--- src/rtl/arb_pkt_mux.sv ---
// Packet-lock mux behind a round-robin arbiter: one source owns the output until its last beat or MAX_PKT beats.
// Latency grant->v_ready 1 cycle, beat->o_vld 1 cycle; v_ready drops only while the output register is full and o_ready is low.
module arb_pkt_mux #(
  parameter int WIDTH   = 4,
  parameter int DW      = 32,
  parameter int MAX_PKT = 16
) (
  input  logic                     clk,
  input  logic                     rst_n,
  input  logic [WIDTH-1:0]         v_vld,
  input  logic [WIDTH*DW-1:0]      v_data,
  input  logic [WIDTH-1:0]         v_last,
  output logic [WIDTH-1:0]         v_ready,
  output logic [WIDTH-1:0]         arb_req,
  input  logic [WIDTH-1:0]         arb_grant,
  output logic                     o_vld,
  output logic [DW-1:0]            o_data,
  output logic                     o_last,
  output logic [$clog2(WIDTH)-1:0] o_src,
  input  logic                     o_ready,
  output logic                     o_pkt_err,
  output logic                     o_gnt_err
);

  localparam int SW = $clog2(WIDTH);
  localparam int CW = (MAX_PKT > 1) ? $clog2(MAX_PKT) : 1;

  typedef enum logic {IDLE, LOCK} state_t;

  state_t          state_q, state_d;
  logic [SW-1:0]   sel_q, sel_d;
  logic [CW-1:0]   cnt_q, cnt_d;
  logic            o_vld_q, o_vld_d;
  logic [DW-1:0]   o_data_q, o_data_d;
  logic            o_last_q, o_last_d;
  logic [SW-1:0]   o_src_q, o_src_d;
  logic            pkt_err_q, pkt_err_d;
  logic            gnt_err_q, gnt_err_d;

  logic            sel_vld, sel_last;
  logic [DW-1:0]   sel_dat;
  logic [SW-1:0]   gnt_idx;
  logic            gnt_onehot, gnt_legal;
  logic            at_max, can_load, accept, close_pkt;

  always_comb begin
    sel_vld = 1'b0;
    sel_last = 1'b0;
    sel_dat = '0;
    gnt_idx = '0;
    for (int i = 0; i < WIDTH; i++) begin
      if (sel_q == SW'(i)) begin
        sel_vld  = v_vld[i];
        sel_last = v_last[i];
        sel_dat  = v_data[i*DW +: DW];
      end
      if (arb_grant[i]) gnt_idx = SW'(i);
    end
    gnt_onehot = (arb_grant != '0) && ((arb_grant & (arb_grant - WIDTH'(1))) == '0);
    gnt_legal  = gnt_onehot && ((arb_grant & v_vld) != '0);
    at_max     = (cnt_q == CW'(MAX_PKT - 1));
  end

  always_comb begin
    state_d   = state_q;
    sel_d     = sel_q;
    cnt_d     = cnt_q;
    o_vld_d   = o_vld_q & ~o_ready;
    o_data_d  = o_data_q;
    o_last_d  = o_last_q;
    o_src_d   = o_src_q;
    pkt_err_d = 1'b0;
    gnt_err_d = 1'b0;
    arb_req   = '0;
    v_ready   = '0;
    can_load  = 1'b0;
    accept    = 1'b0;
    close_pkt = 1'b0;
    case (state_q)
      IDLE: begin
        // Gated by rst_n so the arbiter sees no requests while reset is held.
        arb_req = rst_n ? v_vld : '0;
        if (gnt_legal) begin
          sel_d   = gnt_idx;
          cnt_d   = '0;
          state_d = LOCK;
        end else if (arb_grant != '0) begin
          gnt_err_d = 1'b1;
        end
      end
      LOCK: begin
        can_load       = ~o_vld_q | o_ready;
        v_ready[sel_q] = can_load;
        accept         = sel_vld & can_load;
        if (accept) begin
          close_pkt = sel_last | at_max;
          o_vld_d   = 1'b1;
          o_data_d  = sel_dat;
          o_src_d   = sel_q;
          o_last_d  = close_pkt;
          cnt_d     = cnt_q + CW'(1);
          if (close_pkt) begin
            cnt_d   = '0;
            state_d = IDLE;
          end
          pkt_err_d = at_max & ~sel_last;
        end
      end
      default: state_d = IDLE;
    endcase
  end

  always_ff @(posedge clk or negedge rst_n) begin
    if (!rst_n) begin
      state_q   <= IDLE;
      sel_q     <= '0;
      cnt_q     <= '0;
      o_vld_q   <= 1'b0;
      o_data_q  <= '0;
      o_last_q  <= 1'b0;
      o_src_q   <= '0;
      pkt_err_q <= 1'b0;
      gnt_err_q <= 1'b0;
    end else begin
      state_q   <= state_d;
      sel_q     <= sel_d;
      cnt_q     <= cnt_d;
      o_vld_q   <= o_vld_d;
      o_data_q  <= o_data_d;
      o_last_q  <= o_last_d;
      o_src_q   <= o_src_d;
      pkt_err_q <= pkt_err_d;
      gnt_err_q <= gnt_err_d;
    end
  end

  assign o_vld     = o_vld_q;
  assign o_data    = o_data_q;
  assign o_last    = o_last_q;
  assign o_src     = o_src_q;
  assign o_pkt_err = pkt_err_q;
  assign o_gnt_err = gnt_err_q;

endmodule

--- config.mk ---
export PLATFORM = sky130hd
export DESIGN_NAME = arb_pkt_mux
export DESIGN_NICKNAME = d
export VERILOG_FILES = /design/src/rtl/arb_pkt_mux.sv
export SDC_FILE = /design/constraint.sdc
export NUM_CORES = 1
export LEC_CHECK = 0
export BUFFER_PORTS_ARGS = -buffer_cell sky130_fd_sc_hd__clkbuf_2
export CORE_MARGIN = 3
export CORE_UTILIZATION = 43
export CTS_BUF_LIST = sky130_fd_sc_hd__clkbuf_16
export DETAILED_ROUTE_END_ITERATION = 8
export PLACE_DENSITY = 0.82
export SYNTH_ARGS = -nofsm -noshare
export SYNTH_HDL_FRONTEND = slang
export SYNTH_SLANG_ARGS = --single-unit
--- constraint.sdc ---
create_clock -name clk -period 2.5 [get_ports clk]
set_input_delay 0.625 -clock clk [delete_from_list [all_inputs] [get_ports clk]]
set_output_delay 0.625 -clock clk [all_outputs]
set_load 0.03 [all_outputs]
Word level (Yosys, flattened, before mapping):

Cells that the tools add are included.

* bits in registers: 45
* logic and storage cells: 76
* input port bits: 143
* output and inout port bits: 46

* eq/ne operators: 6
* magnitude comparators: 2
* add/sub/neg operators: 2
* multiplexer cells: 35
* reduce and logical (&&, ||, !) cells: 10
* bitwise operators: 12

Operator list (number)
* two-way mux 32 bit: 4
* two-way mux 4 bit: 6
* two-way mux 1 bit: 20
* bitwise AND 4 bit: 3
* one-hot mux 4 bit (2 select lines): 1
* nonzero test 4 bit: 2
* AND reduction 2 bit: 3
* adder 4 x 1 -> 4 bit (second input constant): 1
* equality test 2 bit (second input constant): 2
* equality test 4 bit (second input constant): 1
* logical NOT 4 bit: 1
* two-way mux 2 bit: 2
* NOT 1 bit: 4
* subtractor 4 x 1 -> 4 bit (second input constant): 1
* bitwise AND 1 bit: 3
* logical AND 1 bit: 3
* < comparator 2 x 3 -> 1 bit (second input constant): 1
* demux 1 bit (select 2 bit): 1
* equality test 2 x 1 -> 1 bit (second input constant): 1
* greater-or-equal comparator 2 x 1 -> 1 bit (second input constant): 1
* logical NOT 2 bit: 1
* != test 2 x 1 -> 1 bit (second input constant): 1
* != test 2 bit (second input constant): 1
* bitwise OR 1 bit: 2
* one-hot mux 1 bit (2 select lines): 1

Longest topological paths before layout:

Gate-level depths: netlist of run 1.

* word-level depth: 9
* mapped depth: 7
* depth with buffers taken out: 5

Worst setup path after synthesis of run 1:

Ideal clock, no wire load.

* path kind: register to output
* from: reg sel_q[1]
* to: out v_ready[2]
* arrival: 1874 ps
* buffers on the path: 2
* data required time: 1875 ps
* setup slack: 1 ps
* cell stages (with the launch flop): 5
* cell sequence: dfrtp_1 -> buf_1 -> buf_1 -> inv_1 -> nor3_1

* cells in the longest elaborated chain, start to end: 6
* elaborated cells on any way between the ends: 7
* classes of those cells: order compare: 2; mux: 3; bitwise: 1; reduce/logical: 1

RTL lines
* start: declaration: line 31 `logic [SW-1:0] sel_q, sel_d;`
* start signal: assignment: line 126 `sel_q <= sel_d;`
* < comparator 2 x 3 -> 1 bit (implied by the code) or greater-or-equal comparator 2 x 1 -> 1 bit (tied branches): line 93 `v_ready[sel_q] = can_load;`
* logical AND 1 bit (implied by the code): line 93
* two-way mux 1 bit (implied by the code): line 93
* demux 1 bit (select 2 bit) *: line 93
* bitwise AND 4 bit (no source line) *
* two-way mux 4 bit *: line 79 `case (state_q)`
* end: declaration: line 13 `output logic [WIDTH-1:0] v_ready,`

Mark *: on every way between the ends. The rest lies on a longest branch, timed or not.

Worst setup path in the final report of run 1:

* from: reg sel_q[0]
* to: out v_ready[3]

The elaborated chain is that of the path after synthesis.

==> results.toml, run 1 <==
[yosys]
synth_most_common_cell = "dfrtp_1"
ys_top_cells_by_count = "dfrtp_1 (45), mux4_2 (34), mux2_4 (26), nand2_1 (13), o21ai_0 (9)"
yosys-top-cells-area = "dfrtp_1 (39%), mux4_2 (27%), mux2_4 (14%)"
synth_top_cell_area_share_pct = 39.3
syn_area_mm2 = 0.00287
ys_ff_latch = 45
ys_seq_area_share_pct = 39.3
syn_area_per_cell_um2 = 14.3
ys_types = 33
syn_nets = 344
yosysWarnings = 0
syn_inst = 200
synth_ff_type = "dfrtp_1"
async_reset_ff_share_pct = 100
synth-edff-count = 0
yosysTopAreaCell = "dfrtp_1"

[sta]
slew_viol_final = 0
fmax_mhz = 474
clock-skew-final_ns = 0.00430
hold_viol_final = 0
period_share_pct = 84.4
slew-limit-headroom_pct = 61.3
fin_crit_ns = 2.11
fin_setup_tns_ns = 0
tightest_slew_ns = 0.580
grt_setup_unrepaired = "false"
finalSetupViolCount = 0

[layout]
instances_no_fill = 463
fin_nets = 529
seqCellArea_mm2 = 0.00113
syn_to_final_growth_pct = 39.9
multi_input_comb_area_mm2 = 0.00163
layout-drive-gt1-share_pct = 70.2
fillers = 540
final_core_util_pct = 62.5
design_area_mm2 = 0.00401
antennaDiodeCount = 0

[place]
placed_cell_area_mm2 = 0.00387
io_buffers = 188
gp_congestion = 0.825
dp_hpwl_um = 6600
placedCellCount = 455

[routing]
drt-total-wl_um = 8150
via_per_inst = 5.41
postRouteAntennaNets = 0
wl_met2_um = 4320
drc = 0
wl_met1_um = 3160
drt-initial-drc-count = 48
firstDrtPassIters = 4
top_layer_used = "met4"
wl_per_cell_um = 17.6
dr_wl_met3_um = 596
num_vias = 2505

[worst_setup_path]
critPathKind = "reg2out"
slowest_stage = "dfrtp_2"
worstPathRequired_ns = 1.88
crit_chain = "buf_12, nand3_1, nor2_1, clkbuf_2"
cpPeakStageDelay_ns = 0.40
end_kind = "primary output"
cp_top_family = "buffers and inverters"
rrSetupSlack_ns = 0.59
crit_arrival_ns = 1.48
startpoint_type = "register"
cp_max_fo = 39
path_buf_inv = 2

[pwr]
switching_share_pct = 42.2
powerDensity_mw_per_mm2 = 1280
p_leak_nw = 2.02
seq_power_share_pct = 26.3
switchingPower_mw = 2.17
clkPwrFrac_pct = 11.9
pwr-share-comb_pct = 61.8
power.internal_mw = 2.98
peakVddDrop_uv = 892

[clocking]
clockBufferDepth = 2
cts.repair.resized = 0
clock-sinks = 45
ctsHtreeMaxLevel = 2
cts_setup_buffers = 0
cts_tree = "done"
cts_buffers = 5
cts-root-buf = "clkbuf_16"
clk_latency_ns = 0.28
ctsHoldBuffers = 0
clk_pin_slew_ns = 0.06

[die]
rows = 29
core_mm2 = 0.00642
die_h_um = 87.7
ios = 189
die_w_um = 87.7
die_area_mm2 = 0.00769
start_util_pct = 44.7

[global_route]
grt_max_degree = 46
grt_pass1_wl_um = 12500
antenna_found_initial = 0
grt_usage_pct = 21.0
grt_pass1_vias = 2585
gr-total-overflow = 0

[hold_path]
min_path_type = "reg2reg"

[run_status]
outcome = "complete, no violations"

[flow_run]
drv_cap = 0
-- path summary, 6_finish.rpt --
check,start,end,depth (start not counted)
worst max register to register,sel_q[0],cnt_q[1],5
max in group asynchronous,rst_n,sel_q[1],2
min in group asynchronous,rst_n,o_data[26],2
worst min-delay path,o_last,o_last,2
worst max-delay path,sel_q[0],v_ready[3],4
worst min register to register,o_last,o_last,2
-- final cells by class --
class	count	area share [%]
clock buffer	5	3.12
clock inverter	3	0.312
inverter	4	0.374
multi-input combinational	136	40.6
sequential	45	28.1
tap	77	2.40
timing repair buffer	193	25.0
-- worst min-delay path, cell delays in order (launching register included) --
cell,delay [ns]
dfrtp_1,0.34
nand2_1,0.05
nand2_1,0.06
-- registers in the layout, summed over array words and instances (netlist names) --
signal / flops
sel_q: 2
state_q: 1
o_gnt_err: 1
o_src: 2
o_vld: 1
o_pkt_err: 1
o_last: 1
cnt_q: 4
o_data: 32
-- power by group through the flow --
| stage | Combinational [mW] | Sequential, mW | Clock, mW |
|---|---|---|---|
| 2_1_floorplan | 1.90 | 1.89 | 0 |
| 3_3_place_gp | 3.12 | 1.35 | 0 |
| 4_1_cts | 3.22 | 1.36 | 0.634 |
| 3_5_place_dp | 3.21 | 1.37 | 0 |
| 6_report | 3.18 | 1.35 | 0.614 |
| 5_1_grt | 3.41 | 1.41 | 0.665 |
-- metrics by stage --
step | setup WS (ns) | total power, mW | hold slack (ns)
floorplan | 0.00143 | 3.78 | 0.329
global placement | 0.412 | 4.48 | 0.462
detailed placement | 0.369 | 4.58 | 0.466
CTS | 0.351 | 5.22 | 0.489
global route | 0.279 | 5.48 | 0.523
finish | 0.391 | 5.15 | 0.484
-- placed cells by master (no fill, tap or decap), types with 3 or more instances in the layout --
cell type / n
buf_4: 3
nand2b_1: 4
nand3_1: 4
o21ai_0: 9
clkbuf_2: 188
dfrtp_1: 43
nor2_1: 7
mux4_2: 34
a21oi_1: 4
clkbuf_16: 5
and2_1: 4
mux2_2: 8
mux2_4: 26
nand2_1: 13
nor3_1: 4
inv_1: 4
-- layer usage --
layer  track usage, %  vias to the layer above
li1                 -                     1144
met3             5.36                        9
met5                0                        -
met1             25.5                     1240
met4             3.77                        0
met2             38.1                      112
-- logic make-up after synthesis --
family	synth area share, %
multiplexers	43.8
flip-flops	39.3
AND/OR/NAND/NOR	7.03
AO/OA/AOI/OAI	5.24
buffers and inverters	3.93
XOR/XNOR	0.305
adder cells (fa/ha/maj)	0.436
(Power assumes the default switching activity.)
==> inputs of run 2 (changes only) <==
==> constraint.sdc (replaced) <==
create_clock -name clk -period 2 [get_ports clk]
set_input_delay 0.5 -clock clk [delete_from_list [all_inputs] [get_ports clk]]
set_output_delay 0.5 -clock clk [all_outputs]
set_load 0.03 [all_outputs]
==> run 2 against run 1 <==
  * Sequential share of layout area down 0.76 points
  * Wire length down 4.8%
  * Setup slack worse by 0.32 ns
  * Via count down 0.36%
  * Design area up 2.8%
  * Highest routed layer unchanged
  * Critical path type unchanged
  * Worst hold slack worse by 0.17 ns
  * Critical path depth unchanged
  * Largest power group unchanged
==> results.toml, run 2 (synthesis gave the netlist of run 1 again) <==
[clocking]
clk_pin_slew_ns = 0.06
cts_buffers = 5
cts-root-buf = "clkbuf_16"
ctsHtreeMaxLevel = 2
clockBufferDepth = 2
clk_latency_ns = 0.28
cts_tree = "done"
cts_setup_buffers = 0
clock-sinks = 45

[sta]
period_share_pct = 96.3
fmax_mhz = 519
finalSetupViolCount = 0
slew-limit-headroom_pct = 63.1
grt_setup_unrepaired = "false"
slew_viol_final = 0
hold_viol_final = 0
clock-skew-final_ns = 0.00721
fin_crit_ns = 1.93
fin_setup_tns_ns = 0
tightest_slew_ns = 0.553

[routing]
drt-initial-drc-count = 61
via_per_inst = 5.30
wl_per_cell_um = 16.5
drc = 0
postRouteAntennaNets = 0
firstDrtPassIters = 4
num_vias = 2496
drt-total-wl_um = 7770

[worst_setup_path]
crit_chain = "buf_4, buf_6, nor3_4, clkbuf_4"
rr_worst_depth = 4
slowest_stage = "dfrtp_2"
startpoint_type = "register"
end_kind = "primary output"
worstPathRequired_ns = 1.50
r2r_end = "o_data[5]"
cp_max_fo = 13
crit_arrival_ns = 1.43
rrSetupSlack_ns = 0.25
cpPeakStageDelay_ns = 0.42
critPathKind = "reg2out"
rr_startpoint = "sel_q[0]"

[run_status]
outcome = "complete, no violations"

[global_route]
grt_usage_pct = 20.2
gr-total-overflow = 0
antenna_found_initial = 0
grt_max_degree = 46
grt_pass1_wl_um = 12200
grt_pass1_vias = 2677

[layout]
instances_no_fill = 471
antennaDiodeCount = 0
fin_nets = 537
final_cell_mix = "clkbuf_2 (186), dfrtp_1 (43), mux4_2 (34)"
seqCellArea_mm2 = 0.00113
multi_input_comb_area_mm2 = 0.00166
layout_commonest_cell = "clkbuf_2"
layout-drive-gt1-share_pct = 71.8
largest_reg_flops = 32
design_area_mm2 = 0.00412
fillers = 534
syn_to_final_growth_pct = 43.8

[pwr]
peakVddDrop_uv = 1210
powerDensity_mw_per_mm2 = 1610
p_leak_nw = 2.08

[place]
dp_hpwl_um = 6510
placedCellCount = 463
gp_congestion = 0.809
io_buffers = 188
placed_cell_area_mm2 = 0.00397

[die]
start_util_pct = 44.7
die_w_um = 87.7
die_h_um = 87.7
ios = 189
rows = 29
die_area_mm2 = 0.00769
core_mm2 = 0.00642

[flow_run]
drv_cap = 0

[hold_path]
min_path_type = "in2async"
-- run 2: changes by cell type in the layout (fill, tap and decap cells not counted), sizes merged --
cell / before / now
clkbuf: 193 / 192
clkinv: 3 / 2
buf: 5 / 14
inv: 4 / 5
-- run 2: how the worst max path moves through the flow --
stage	end	cells after the start	slack (ns)	from
2_1_floorplan	v_ready[1]	4	0.001	sel_q[0]
3_3_place_gp	o_data[15]	5	0.09	v_vld[3]
3_5_place_dp	o_data[8]	5	0.06	v_vld[0]
4_1_cts	v_ready[2]	4	0.01	sel_q[1]
5_1_grt	v_ready[2]	4	0.01	sel_q[1]
6_report	v_ready[2]	4	0.07	sel_q[0]
-- run 2: stage by stage --
step                hold WS, ns  power, mW  setup WS, ns  util [%]
floorplan                 0.204       4.76       0.00141         -
global placement          0.467       5.73        0.0905      61.7
CTS                       0.331       6.69        0.0108      64.0
detailed placement        0.472       5.88        0.0606      61.7
global route              0.366       7.03        0.0132      64.2
finish                    0.314       6.63        0.0745      64.2
-- run 2: final cells by class --
class	count	share of cell area (%)
timing repair buffer	201	26.4
sequential	45	27.4
clock inverter	3	0.334
inverter	4	0.364
clock buffer	5	3.03
tap	77	2.34
multi-input combinational	136	40.2
-- run 2: report_power, final --
group / switching (mW) / total (mW) / leakage [nW] / internal [mW]
Clock: 0.320 / 0.773 / 0.0748 / 0.453
Sequential: 0.300 / 1.67 / 0.540 / 1.37
Combinational: 2.15 / 4.19 / 1.46 / 2.04
Total: 2.77 / 6.63 / 2.08 / 3.86
-- run 2: what timing repair did --
item	in CTS	in global routing
endpoints found under the setup margin	2	3
gates resized for setup	3	3
pin swaps	0	0
hold buffers	0	0
-- run 2: metal layers --
metal / vias to the layer above / GRT usage, % / part of all wire (%)
li1: 1165 / - / -
met1: 1224 / 22.7 / 37
met2: 101 / 39.2 / 56
met3: 6 / 4.14 / 6.0
met4: 0 / 3.63 / 0.54
met5: - / 0 / 0
-- run 2: critical path: cells and delay by family (launching register included) --
family                 cells  cell delay (ns)
buffers and inverters      3             0.55
flip-flops                 1             0.42
AND/OR/NAND/NOR            1             0.17
